File: config.mk
export PLATFORM = sky130hd
export DESIGN_NAME = apb_master_ctrl
export DESIGN_NICKNAME = d
export VERILOG_FILES = /design/src/rtl/apb_master_ctrl.sv
export SDC_FILE = /design/constraint.sdc
export NUM_CORES = 1
export LEC_CHECK = 0
export ABC_AREA = 0
export BUFFER_PORTS_ARGS = -buffer_cell sky130_fd_sc_hd__buf_4
export CAP_MARGIN = 15
export CORE_MARGIN = 2
export CORE_UTILIZATION = 48
export CTS_BUF_LIST = sky130_fd_sc_hd__clkbuf_8
export CTS_CLUSTER_SIZE = 16
export DETAILED_ROUTE_END_ITERATION = 8
export HOLD_SLACK_MARGIN = 0.03
export PLACE_DENSITY = 0.82
export SYNTH_ARGS = -nofsm -noshare
export SYNTH_HDL_FRONTEND = slang
export SYNTH_SLANG_ARGS = --single-unit
File: constraint.sdc
create_clock -name m_apb_pclk_i -period 2.5 [get_ports m_apb_pclk_i]
set_input_delay 0.5 -clock m_apb_pclk_i [delete_from_list [all_inputs] [get_ports m_apb_pclk_i]]
set_output_delay 0.5 -clock m_apb_pclk_i [all_outputs]
set_load 0.05 [all_outputs]
File: src/rtl/apb_master_ctrl.sv
// apb_master_ctrl
// Single-request APB master sequencer sitting between mem2apb_bridge and the
// peripheral APB fabric. It accepts one read or write request at a time and
// runs the SETUP/ACCESS handshake. It handles wait states, PSLVERR and a PREADY
// timeout. A level-held request must drop before the next transfer can start.
// Every output is driven straight from a flop.

module apb_master_ctrl #(
    parameter int APB_AW         = 32,
    parameter int APB_DW         = 32,
    parameter int NUM_SLAVES     = 4,
    parameter int TIMEOUT_CYCLES = 16
) (
    input  logic                  m_apb_pclk_i,
    input  logic                  m_apb_presetn_i,
    input  logic [APB_AW-1:0]     read_write_addr_i,
    input  logic [NUM_SLAVES-1:0] read_write_sel_i,
    input  logic                  write_en_i,
    input  logic [APB_DW-1:0]     write_data_i,
    input  logic                  read_en_i,
    output logic [APB_DW-1:0]     read_data_o,
    output logic                  busy_o,
    output logic                  done_o,
    output logic                  error_o,
    output logic [APB_AW-1:0]     m_apb_paddr_o,
    output logic [NUM_SLAVES-1:0] m_apb_psel_o,
    output logic                  m_apb_penable_o,
    output logic                  m_apb_pwrite_o,
    output logic [APB_DW-1:0]     m_apb_pwdata_o,
    input  logic [APB_DW-1:0]     m_apb_prdata_i,
    input  logic                  m_apb_pready_i,
    input  logic                  m_apb_pslverr_i
);

    // A timeout of 0 disables the abort. The counter keeps one bit so that the
    // declaration stays legal.
    localparam int CNT_W = (TIMEOUT_CYCLES > 0) ? $clog2(TIMEOUT_CYCLES + 1) : 1;
    localparam logic [CNT_W-1:0] CNT_LAST = CNT_W'(TIMEOUT_CYCLES - 1);
    localparam logic [CNT_W-1:0] CNT_MAX  = {CNT_W{1'b1}};

    typedef enum logic [1:0] {
        IDLE    = 2'd0,
        SETUP   = 2'd1,
        ACCESS  = 2'd2,
        RELEASE = 2'd3
    } state_t;

    state_t                state_q, state_n;
    logic [CNT_W-1:0]      cnt_q, cnt_n;
    logic [APB_AW-1:0]     paddr_q, paddr_n;
    logic [NUM_SLAVES-1:0] psel_q, psel_n;
    logic                  penable_q, penable_n;
    logic                  pwrite_q, pwrite_n;
    logic [APB_DW-1:0]     pwdata_q, pwdata_n;
    logic [APB_DW-1:0]     rdata_q, rdata_n;
    logic                  busy_q, busy_n;
    logic                  done_q, done_n;
    logic                  error_q, error_n;
    logic [NUM_SLAVES-1:0] sel_lowest;
    logic                  req_any;

    assign sel_lowest = read_write_sel_i & (~read_write_sel_i + NUM_SLAVES'(1));
    assign req_any    = read_en_i | write_en_i;

    // Next-state and next-output logic. Each branch ending a transfer also
    // produces the completion status.
    always_comb begin
        state_n   = state_q;
        cnt_n     = cnt_q;
        paddr_n   = paddr_q;
        psel_n    = psel_q;
        penable_n = penable_q;
        pwrite_n  = pwrite_q;
        pwdata_n  = pwdata_q;
        rdata_n   = rdata_q;
        busy_n    = busy_q;
        done_n    = 1'b0;
        error_n   = error_q;

        case (state_q)
            IDLE: begin
                if (req_any && (|read_write_sel_i)) begin
                    state_n   = SETUP;
                    paddr_n   = read_write_addr_i;
                    psel_n    = sel_lowest;
                    penable_n = 1'b0;
                    pwrite_n  = write_en_i;
                    pwdata_n  = write_data_i;
                    busy_n    = 1'b1;
                    error_n   = 1'b0;
                end
            end

            SETUP: begin
                state_n   = ACCESS;
                penable_n = 1'b1;
                cnt_n     = '0;
            end

            ACCESS: begin
                if (m_apb_pready_i) begin
                    state_n   = RELEASE;
                    psel_n    = '0;
                    penable_n = 1'b0;
                    busy_n    = 1'b0;
                    done_n    = 1'b1;
                    error_n   = m_apb_pslverr_i;
                    if (!pwrite_q) begin
                        rdata_n = m_apb_prdata_i;
                    end
                end else if ((TIMEOUT_CYCLES != 0) && (cnt_q == CNT_LAST)) begin
                    state_n   = RELEASE;
                    psel_n    = '0;
                    penable_n = 1'b0;
                    busy_n    = 1'b0;
                    done_n    = 1'b1;
                    error_n   = 1'b1;
                    if (!pwrite_q) begin
                        rdata_n = '0;
                    end
                end else if (cnt_q != CNT_MAX) begin
                    cnt_n = cnt_q + CNT_W'(1);
                end
            end

            RELEASE: begin
                if (!req_any) begin
                    state_n = IDLE;
                end
            end

            default: begin
                state_n = IDLE;
            end
        endcase
    end

    // State and output registers. Reset clears everything, even mid-transfer.
    always_ff @(posedge m_apb_pclk_i or negedge m_apb_presetn_i) begin
        if (!m_apb_presetn_i) begin
            state_q   <= IDLE;
            cnt_q     <= '0;
            paddr_q   <= '0;
            psel_q    <= '0;
            penable_q <= 1'b0;
            pwrite_q  <= 1'b0;
            pwdata_q  <= '0;
            rdata_q   <= '0;
            busy_q    <= 1'b0;
            done_q    <= 1'b0;
            error_q   <= 1'b0;
        end else begin
            state_q   <= state_n;
            cnt_q     <= cnt_n;
            paddr_q   <= paddr_n;
            psel_q    <= psel_n;
            penable_q <= penable_n;
            pwrite_q  <= pwrite_n;
            pwdata_q  <= pwdata_n;
            rdata_q   <= rdata_n;
            busy_q    <= busy_n;
            done_q    <= done_n;
            error_q   <= error_n;
        end
    end

    assign read_data_o     = rdata_q;
    assign busy_o          = busy_q;
    assign done_o          = done_q;
    assign error_o         = error_q;
    assign m_apb_paddr_o   = paddr_q;
    assign m_apb_psel_o    = psel_q;
    assign m_apb_penable_o = penable_q;
    assign m_apb_pwrite_o  = pwrite_q;
    assign m_apb_pwdata_o  = pwdata_q;

endmodule

Yosys cells after proc, flatten, opt, wreduce, memory -nomap -nowiden --
Cells that the tools add are included.
Cells by class: equality and inequality tests 11, bitwise logic cells 4, add/subtract/negate cells 2, mux-type cells 29, reduce and logical (&&, ||, !) cells 13
Operator list (number):
- 2-to-1 mux 32 bit | 4
- 2-to-1 mux 5 bit | 3
- 2-to-1 mux 4 bit | 3
- AND reduction 3 bit | 4
- inequality test 2 bit, second input constant | 5
- case mux 5 bit (2 select lines) | 1
- 2-to-1 mux 1 bit | 9
- 2-to-1 mux 2 bit | 4
- case mux 2 bit (4 select lines) | 1
- case mux 4 bit (2 select lines) | 1
- nonzero test 2 bit | 3
- adder 5 x 1 -> 5 bit, second input constant | 1
- == test 5 x 4 -> 1 bit, second input constant | 1
- inequality test 5 bit, second input constant | 1
- adder 4 x 1 -> 4 bit, second input constant | 1
- AND 4 bit | 1
- == test 2 bit, second input constant | 2
- NOT 4 bit | 1
- case mux 1 bit (2 select lines) | 2
- AND reduction 4 bit | 1
- OR reduction 4 bit | 1
- inequality test 3 bit, second input constant | 1
- case mux 1 bit (3 select lines) | 1
- nonzero test 3 bit | 1
- 6 further kinds | 6
Storage, ports and cells: output and inout port bits 105, input port bits 106, register bits after elaboration 112, logic and storage cells 70

Depth between registers and ports, before layout --
Gate-level depths: netlist (run 1).
depth after elaboration 5, gate-level depth with buffers 9, depth with buffers taken out 7

Worst setup path before layout (run 1) --
Ideal clock, no wire load.
kind register to register, from register cnt_q[0], to register cnt_q[3], setup time 77 ps, slack 328 ps, buffers on the path 0, data required time 2423 ps, arrival 2094 ps, stages on the path, launching flop included 8, path through dfrtp_1 -> ha_1 -> and3_1 -> ha_1 -> or3b_4 -> or2_4 -> or3_1 -> a21oi_1
On the way: word-level cells in the longest chain between the ends 5
Ends and longest elaborated chain:
- start: declaration | RTL line 49 | logic [CNT_W-1:0] cnt_q, cnt_n;
- start signal: assignment | RTL line 154 | cnt_q <= cnt_n;
- adder 5 x 1 -> 5 bit | RTL line 122 | cnt_n = cnt_q + CNT_W'(1);
- 2-to-1 mux 5 bit | RTL line 121 | end else if (cnt_q != CNT_MAX) begin
- 2-to-1 mux 5 bit | RTL line 111 | end else if ((TIMEOUT_CYCLES != 0) && (cnt_q == CNT_LAST)) begin
- 2-to-1 mux 5 bit | RTL line 101 | if (m_apb_pready_i) begin
- case mux 5 bit (2 select lines) | RTL line 80 | case (state_q)
Several ways; a longest one is shown, not always the timed one. The select of a mux whose other input is x is not followed. A chain may end at the register's enable or synchronous reset.

Worst setup path after layout (run 1) --
Ends and elaborated chain as after synthesis.

==> results summary, run 1 <==
The later pin in the worst-skew pair is clocked with a latency of 360 ps. The count of port buffers added during placement came out at 210. In this run the remaining antenna-violating nets after routing total 0.

After clock tree synthesis, the repair step resized 0 gates. The top cell type's share of synthesized area is 61.69%. The placement row count came out at 35. The vertical die dimension is 101.3 um. By area the synthesized netlist is led by dfrtp_1 (62%), mux2_2 (17%), nand2_1 (6.1%), o21ai_0 (4.5%), ha_1 (2.2%).

The flip-flop and latch count after synthesis came out at 112. The mapped netlist covers 0.004543 mm2. The total inserted antenna cells came out at 0. Setup violations remaining at the end of the flow were counted as 0. The maximum vdd ir drop came out at 0.0006677 V. The data arrival time of the worst path came out at 2620 ps. Subtracting the final worst setup slack from the clock period gives 2345 ps. Global routing used 21.63% of the available tracks across all layers.

The final non-filler cell total came out at 691. The count of clock tree sinks came out at 112. The remaining routing DRC violations came out at 0. The post-route fraction of the period consumed by the critical path is 93.81%. The clock arrives with 22.32 ps of skew. By startpoint and endpoint, the worst setup path is classified as register to register. The wire length of the first global-routing pass is 17.15 mm. The share of synthesized area occupied by flip-flops and latches came out at 61.69%. The buffer and inverter count on the worst path is 0. Among the stages of the critical path, the cell type that occurs most often is ha_1. The count of mapped cells out of synthesis came out at 366. The clock transition at the registers of the reported paths is 120 ps. The hold-fix buffer count after cts came out at 0. The number of iterations in the first detailed-routing pass came out at 4. The final routed wirelength across all metal layers came out at 11.11 mm. For the pin with the worst max-slew slack, the measured transition is 643.1 ps.

The register cell area after layout came out at 0.002803 mm2. The clock root buffer is clkbuf_8. The number of DRC markers in iteration 0 is 110. The net count reported at finish came out at 690. The count of fill cells added during filler insertion is 653. For this design, the slowest cell found on the critical path is or3b_4.

CTS built an H-tree with a depth of 3. The number of synthesized flops with an enable pin is 0. Of the cells placed in the final design, the portion with a size suffix greater than 1 is 52.93%.

The average size of a mapped cell is 12.41 um2. The number of I/O pins is 211. The headroom to the max-slew limit is 57.13%. In the synthesized netlist the dominant register cell turns out to be dfrtp_1. The worst reg-to-reg setup slack is 150 ps. The async set-reset flop share out of synthesis came out at 100.0%. The synthesized netlist net count came out at 480. Final hold analysis gives a worst-case slack of 141.3 ps. The maximum root-to-sink buffer count is 2. Synthesis instantiated 32 different standard cells from the library. The total count of max-transition violations in the final report was 0.

The worst slack at placement came out at 161.0 ps. The total die area is 0.01026 mm2. The data required time at the worst endpoint came out at 2770 ps.

The run finished with clean final reports. After clock tree synthesis, the setup repair step added 0 buffers. The mean number of vias per cell came out at 5.068. TritonCTS built the clock tree. Setup repair after global routing left no endpoint under its margin. The placed instance count is 676. The critical path goes through ha_1, and3_1, ha_1, or3b_4, or2_4, or3_1, a21oi_1. The timing-limited maximum frequency is 0.4264 GHz. The area growth from synthesis to layout is 42.05%. The number of buffers created by CTS is 9. The average detailed-routed wire length per instance came out at 16.08 um. The largest net degree at the start of global routing is 52. Summing all multi-input logic gate instances after layout gives 0.001624 mm2. The top cell types in the final layout, fill and taps aside, are buf_4 (216), dfrtp_1 (112), nand2_1 (73).

Measured along the x axis, the die boundary spans 101.3 um. The cell accounting for the most synthesized area is dfrtp_1. The leakage component of the power is 3.243 nW. The number of vias after detailed routing is 3502. Along the worst path, the maximum fanout reaches 6.

The worst hold path belongs to the class input port to async pin. The number of antenna violations at the first check in global routing came out at 0. The via count of the first global-routing pass is 3513.

Detailed placement finished with a half-perimeter wire length of 8.638 mm. Once the floorplan was initialized, standard cells occupied 49.40% of the core. The final sum of negative setup slack came out at 0 ps. The number of warning messages in the yosys log came out at 0. Across the run, the number of max-cap violations was 0. The final number of hold-violating endpoints came to 0. The most frequent standard cell in the layout excluding fill and tap cells is buf_4.

In this run the power density over the cells is 1581 mW/mm2. STA classifies the critical path startpoint as a register. The type of destination of the critical path is a register. The global-route congestion overflow total came out at 0. The floorplan step defined a core boundary enclosing 0.009196 mm2.

The stage delay of the slowest cell on the critical path came out at 430 ps. On the critical path the largest part of the delay comes from simple AND/OR/NAND/NOR gates. At the end of routability-driven placement, the weighted congestion stood at 0.7744. The worst-case setup margin in the final layout is 154.7 ps.
[final timing paths]
check	start	endpoint	depth (start not counted)
max	cnt_q[0]	cnt_q[3]	7
min	m_apb_presetn_i	m_apb_pwdata_o[26]	1
max reg2reg	cnt_q[0]	cnt_q[3]	7
min reg2reg	read_data_o[26]	read_data_o[26]	2
max in group asynchronous	m_apb_presetn_i	m_apb_paddr_o[24]	2
min in group m_apb_pclk_i	read_write_addr_i[26]	m_apb_paddr_o[26]	2
[synth_stat cells, types with 2 or more instances]
cell type / count
nand2b_1: 2
mux2_2: 67
o21ai_0: 41
o2bb2ai_1: 2
dfrtp_1: 112
nand3_1: 5
ha_1: 8
nand2_1: 74
a22o_1: 3
buf_4: 6
clkbuf_1: 12
inv_1: 4
nor2_1: 8
mux2i_1: 3
nor2b_1: 2
[metal layers]
| layer | track usage [%] | up-vias | wire [um] |
|---|---|---|---|
| met4 | 6.653 | 0 | 214 |
| met5 | 0 | - | 0 |
| li1 | - | 1653 | - |
| met3 | 6.142 | 15 | 747 |
| met2 | 38.51 | 129 | 5849 |
| met1 | 25.39 | 1705 | 4296 |
[registers in the layout, summed over array words and instances, names as in the netlist, 2 cells and up]
name            flops
m_apb_pwdata_o     32
state_q             2
cnt_q               5
read_data_o        32
m_apb_psel_o        4
m_apb_paddr_o      32
[area by class of cell]
type,instances,area share (%)
Clock inverter,6,1.047
Clock buffer,9,1.919
Inverter,4,0.2326
Timing Repair Buffer,219,26.06
Sequential cell,112,43.43
Multi-Input combinational cell,230,25.16
Tap cell,111,2.152
[through the flow]
stage,util [%],power (W),area [um2]
6_report,70.18,0.01021,6454
5_1_grt,70.18,0.01071,6454
4_1_cts,70.18,0.01028,6454
3_5_place_dp,68.10,0.009216,6262
3_3_place_gp,68.10,0.009057,6262
2_1_floorplan,-,0.007251,4543
[logic make-up (layout without fill, tap and decap cells)]
logic type / count (synthesis) / after routing / share of synthesized area, %
simple gates: 101 / 101 / 9.888
compound gates: 50 / 50 / 6.087
flops: 112 / 112 / 61.69
fa+ha+maj: 8 / 8 / 2.203
xor+xnor: 1 / 1 / 0.1928
buf+inv: 24 / 238 / 2.671
mux: 70 / 70 / 17.27
[power breakdown]
| part | switching (W) | internal [W] | leakage [nW] |
|---|---|---|---|
| clock network | 0.000604 | 0.000464 | 0.0921 |
| registers | 0.000454 | 0.00264 | 1.38 |
| logic | 0.00402 | 0.00202 | 1.77 |
| total | 0.00507 | 0.00513 | 3.24 |
(Power assumes the default switching activity.)
==> run 2, diff against run 1 <==
--- a/config.mk
+++ b/config.mk
@@ -8,13 +8,15 @@
 export ABC_AREA = 0
 export BUFFER_PORTS_ARGS = -buffer_cell sky130_fd_sc_hd__buf_4
 export CAP_MARGIN = 15
+export CELL_PAD_IN_SITES_DETAIL_PLACEMENT = 0
+export CELL_PAD_IN_SITES_GLOBAL_PLACEMENT = 1
 export CORE_MARGIN = 2
-export CORE_UTILIZATION = 48
+export CORE_UTILIZATION = 36
 export CTS_BUF_LIST = sky130_fd_sc_hd__clkbuf_8
 export CTS_CLUSTER_SIZE = 16
 export DETAILED_ROUTE_END_ITERATION = 8
 export HOLD_SLACK_MARGIN = 0.03
-export PLACE_DENSITY = 0.82
+export PLACE_DENSITY_LB_ADDON = 0.1
 export SYNTH_ARGS = -nofsm -noshare
 export SYNTH_HDL_FRONTEND = slang
 export SYNTH_SLANG_ARGS = --single-unit
==> results summary, run 2 (synthesized netlist as in run 1, its figures left out) <==
The count of clock tree sinks is 112. The number of antenna-violating nets in the routed design is 0. The clock transition at the registers of the reported paths is 110 ps.

From bottom edge to top edge, the die measures 116.3 um. The startpoint identified for the worst hold timing path is read_write_addr_i[21]. On the worst path, the slowest cell contributes a delay of 430 ps. The number of antenna diodes in the final layout is 0. The worst hold path stage count is 2.

The number of antenna violations at the first check in global routing came out at 0. The post-route fraction of the period consumed by the critical path is 93.04%. Among the stages of the critical path, the cell type that occurs most often is ha_1. The critical path goes through ha_1, and3_1, ha_1, or3b_4, or2_4, or3_1, a21oi_1. The type of destination of the critical path is a register. The HPWL after detailed placement is 8.530 mm. Setup repair after global routing left no endpoint under its margin. Max-cap violations in this run came to 0.

TritonCTS built the clock tree. The finished cells cover 0.006563 mm2. The global-route congestion overflow total came out at 0.

The post-route netlist has 52.76% of its cells at a drive strength greater than 1. VDD sags by at most 0.0007422 V. Once the floorplan was initialized, standard cells occupied 36.44% of the core. The clock skew came out at 12.05 ps. The die is 116.3 um wide.

The peak fanout along the critical path is 6. The number of I/O pins came out at 211. The average detailed-routed wire length per instance is 15.05 um. The startpoint identified for the worst register-to-register timing path is cnt_q[0]. The final sum of negative setup slack is 0 ps. The total die area came out at 0.01353 mm2.

The largest net degree at the start of global routing came out at 66. Counting cells, the worst reg-to-reg path comes to 7. The total area inside the core boundary comes to 0.01247 mm2. The leakage component of the power is 3.260 nW. The via count of the first global-routing pass was 3240. For this run, the top clock speed supported by timing is 0.4299 GHz.

The setup fix buffers added after clock tree synthesis is 0. The worst hold path class is input port to register. The worst path needs 2326 ps of the cycle, external delays included. The slowest stage of the critical path is the or3b_4 cell. The total cell area at the placement stage came out at 0.006336 mm2. Leaving out fill and tap cells, the most frequent cell in the layout is buf_4. The layout overhead on the synthesized area came out at 44.45%. The final number of hold-violating endpoints came out at 0.

At the worst endpoint, the required time is 2790 ps. Measured against its own limit, the worst slew margin works out to 67.33%. Setup violations remaining at the end of the flow were counted as 0. The run finished with clean final reports. The clock root buffer is clkbuf_8. The data arrival time of the worst path is 2620 ps. The slew of the pin with the lowest slew margin came out at 483.2 ps. The number of DRC markers in iteration 0 is 118.

The placement row count is 41. The critical path in this run is classified as register to register. Setup slack on the worst reg-to-reg path comes out at 170 ps. The type of origin of the critical path is a register. The power density relative to cell area came out at 1557 mW/mm2. The first detailed-routing pass took 4 iterations. Detailed routing inserted a total of 3435 vias.

Leaving out fill and tap cells, the most frequent cells in the layout are buf_4 (213), dfrtp_1 (112), nand2_1 (73). For hold timing, the worst endpoint is m_apb_paddr_o[21]. The final layout contains 689 nets. The wire length of the first global-routing pass is 16.75 mm.

In the routed layout, each cell is associated on average with a via count of 4.568. The later-pin clock latency in the skew report came out at 370 ps. The count of port buffers added during placement is 210. The number of clock buffers added by TritonCTS is 9. In this run the deepest clock path goes through 2 buffers.

The end of the worst register-to-register path is cnt_q[3]. Global routing used 16.14% of the available tracks. The number of levels the H-tree was split into is 3. Across all hold checks on the routed design, the worst slack comes to 356.5 ps. After detailed routing, the number of remaining DRC violations is 0.

The total count of max-transition violations in the final report came out at 0. The final routed wirelength across all metal layers is 11.32 mm. Fill cells in the final layout number 1121.

The final weighted congestion in routability-driven placement came out at 0.7834.
## run 2: area by class of cell
cell class,instances,area [um2],share of cell area (%)
clock buffer,12,165.2,2.517
inverter,4,15.01,0.2288
tap,172,215.2,3.279
timing repair buffer,218,1689,25.74
multi-input combinational,230,1624,24.75
clock inverter,4,51.30,0.7817
sequential,112,2803,42.71
## run 2: routing by layer
layer	up-vias	wire (um)	track usage [%]	part of all wire (%)
met2	108	5645	26.74	50
met3	11	745	3.425	6.6
met4	0	154	5.714	1.4
met1	1658	4772	21.05	42
met5	-	0	0	0
li1	1658	-	-	-
## run 2: worst max path at each step
stage | endpoint | slack [ps] | cells after the start | start
floorplan | cnt_q[3] | 330 | 7 | cnt_q[0]
global placement | cnt_q[3] | 250 | 7 | cnt_q[0]
detailed placement | cnt_q[3] | 190 | 7 | cnt_q[0]
CTS | cnt_q[3] | 170 | 7 | cnt_q[0]
global route | cnt_q[3] | 70 | 7 | cnt_q[0]
finish | cnt_q[3] | 170 | 7 | cnt_q[0]
## run 2: where the power goes
part           switching, W  internal, W  total [W]
sequential         0.000425      0.00264    0.00307
clock              0.000599     0.000546    0.00115
combinational       0.00399      0.00202    0.00600
## run 2: critical path: cells and delay by family (launching register included)
family | cells | cell delay, ps
compound gates | 1 | 140
fa+ha+maj | 2 | 440
flops | 1 | 420
simple gates | 4 | 1250
## run 2: per-stage QoR
step           std cells  utilization, %  setup slack, ps  total power, W
6_report             752           52.64            174.1         0.01022
5_1_grt              752           52.64            67.12         0.01077
4_1_cts              752           52.64            166.2         0.01035
3_5_place_dp         735           50.83            192.3        0.009187
3_3_place_gp         735           50.83            252.0        0.009095
2_1_floorplan        366               -            328.4        0.007251
## run 2: what timing repair did
| action | in CTS | in global routing |
|---|---|---|
| hold endpoints to repair | 23 | 0 |
| gates resized for setup | 0 | 0 |
| hold buffers | 1 | 0 |
| endpoints found under the setup margin | 0 | 0 |
==> run 3, diff against run 2 <==
--- a/config.mk
+++ b/config.mk
@@ -17,6 +17,7 @@
 export DETAILED_ROUTE_END_ITERATION = 8
 export HOLD_SLACK_MARGIN = 0.03
 export PLACE_DENSITY_LB_ADDON = 0.1
+export RECOVER_POWER = 50
 export SYNTH_ARGS = -nofsm -noshare
 export SYNTH_HDL_FRONTEND = slang
 export SYNTH_SLANG_ARGS = --single-unit
==> results summary, run 3 (synthesized netlist as in run 1, its figures left out) <==
The headroom to the max-slew limit is 2.392%. The CTS tree is yes. The flow ran to the end, and the final reports show no timing, DRC or antenna violations. The standard cell with the maximum stage delay on the critical path is or3b_4. The stage delay of the slowest cell on the critical path is 430 ps.

The starting density of the core is 36.44%. At the end of routability-driven placement, the weighted congestion stood at 0.7834. The die is 116.3 um tall. The final routed wirelength across all metal layers came out at 11.38 mm. The final number of hold-violating endpoints was 0. Setup repair after global routing left no endpoint under its margin. The number of levels the H-tree was split into came out at 3. Traced cell by cell, the critical path runs through ha_1, and3_1, ha_1, or3b_4, or2_4, or3_1, a21oi_1. Summing all multi-input logic gate instances after layout gives 0.001624 mm2. The number of vias after detailed routing came out at 3416. Row generation in the floorplan step produced 41 rows. The number of gates given a new drive strength after cts came out at 0. The worst setup path is captured at a register. The number of antenna violations at the first check in global routing came out at 0. Fill cells in the final layout number 1181.

The worst setup path is launched from a register. The net count reported at finish is 689. The critical setup path kind is register to register.

At the pin with the least slew margin, the transition time is 1464 ps. The largest net degree at the start of global routing is 66. In this run the clock root is driven by a clkbuf_8. The number of iterations in the first detailed-routing pass came out at 5. The count of port buffers added during placement came out at 210. The peak fanout along the critical path is 6. The global-route congestion overflow total is 0. The max-cap violation count came out at 0. The mean number of vias per cell came out at 4.543. The total count of max-transition violations in the final report was 0.

The post-route minimum period came out at 2323 ps. From left edge to right edge, the die measures 116.3 um. STA puts the critical path data required time at 2790 ps. The part of the power in registers is 31.1%. Grouping stages by cell kind, the critical path spends the most delay in simple AND/OR/NAND/NOR gates. 211 I/O pins were placed. The final sum of negative setup slack came out at 0 ps. The number of DRC markers in iteration 0 is 111. The post-route fraction of the period consumed by the critical path is 92.92%. Before CTS, the worst setup slack after placement is 192.3 ps. The HPWL reported at the end of detailed placement came out at 8.530 mm. The register cell area after layout is 0.002803 mm2.

The power density relative to cell area is 1549 mW/mm2. The total die area came out at 0.01353 mm2. In the layout the commonest cells are buf_4 (160), dfrtp_1 (112), nand2_1 (73). The worst hold path class is input port to register.

The via count of the first global-routing pass is 3240. Counting the buffers created by CTS gives 9. The internal portion of total power is 0.004843 W. The buffer and inverter count on the worst path came out at 0. The later-pin clock latency in the skew report came out at 370 ps.

The remaining routing DRC violations came out at 0. The analysis attributes to cell leakage a power of 3.063 nW. For this design the total switching power over the nets is 0.005012 W. In this run the deepest clock path goes through 2 buffers. The clock drives 112 sinks. The overall power is 0.009856 W.

The global-route usage over all layers is 16.14%. The timing-limited maximum frequency is 0.4305 GHz. The share of power burned in combinational logic came out at 57.3%. The worst-case setup margin in the final layout came out at 177.0 ps. By instance count, the cell type seen most on the critical path is ha_1. The proportion of layout cells with a drive suffix above 1 came out at 43.62%. VDD sags by at most 0.0007271 V. The data arrival time of the worst path came out at 2610 ps.

Relative to the synthesized area, the layout overhead comes to 40.07%. The switching part of the total came out at 50.86%. The final setup violation count came out at 0. The fraction of power consumed by the clock network is 11.6%. Clock-pin slew was measured on the worst setup and hold paths at 100 ps. The average detailed-routed wire length per instance is 15.13 um. The setup fix buffers added after clock tree synthesis is 0. The detail route stage leaves a number of antenna-violating nets equal to 0. The clock skew came out at 10.35 ps. The library cell used most frequently in the layout, excluding fill and tap cells, is buf_4. The core area came out at 0.01247 mm2. The repair_antennas step left the layout with diodes totalling 0.

The first global-routing pass estimated 16.75 mm of wire.
run 3: path summary, 6_finish.rpt:
path                                   from                 end  slack, ps  depth (start not counted)
max in group asynchronous   m_apb_presetn_i  m_apb_pwdata_o[17]        430                          3
max reg2reg                        cnt_q[0]            cnt_q[3]        180                          7
max                                cnt_q[0]            cnt_q[3]        180                          7
min                        write_data_i[15]  m_apb_pwdata_o[15]        360                          2
min in group asynchronous   m_apb_presetn_i   m_apb_paddr_o[23]       1000                          2
min reg2reg                  read_data_o[0]      read_data_o[0]        490                          2
run 3: worst reg2reg max path, cell delays in order, from the launching register on:
cell and delay, ps:
dfrtp_1 420, ha_1 220, and3_1 210, ha_1 220, or3b_4 430, or2_4 270, or3_1 340, a21oi_1 140
run 3: layout make-up:
cell class / instances / area share [%]
multi-input cells: 230 / 25.52
clock buffers: 12 / 2.595
flip-flops and latches: 112 / 44.04
clock inverters: 4 / 0.8061
well taps: 172 / 3.382
repair buffers: 218 / 23.42
inverters: 4 / 0.2359
run 3: power by group through the flow:
stage	registers, W	logic (W)	clock network, W
final	0.00306	0.00565	0.00115
after global routing	0.00317	0.00596	0.00127
after CTS	0.00308	0.00607	0.00120
after detailed placement	0.00312	0.00607	0
after global placement	0.00308	0.00602	0
after floorplan	0.00588	0.00137	0
run 3: through the flow:
stage	std cells	hold slack, ps	utilization (%)	cell area (um2)
3_3_place_gp	735	428.0	50.83	6336
3_5_place_dp	735	431.6	50.83	6336
5_1_grt	752	331.3	51.05	6364
4_1_cts	752	329.7	52.64	6563
2_1_floorplan	366	204.4	-	4543
6_report	752	357.1	51.05	6364
run 3: repair_timing:
item | in CTS | in global routing
hold buffers | 1 | 0
endpoints found under the hold margin | 23 | 0
endpoints found under the setup margin | 0 | 0
run 3: per-layer routing:
| layer | routed length, um | GRT usage, % |
|---|---|---|
| met1 | 4854 | 21.05 |
| met2 | 5657 | 26.74 |
| met3 | 743 | 3.425 |
| met4 | 124 | 5.714 |
| met5 | 0 | 0 |
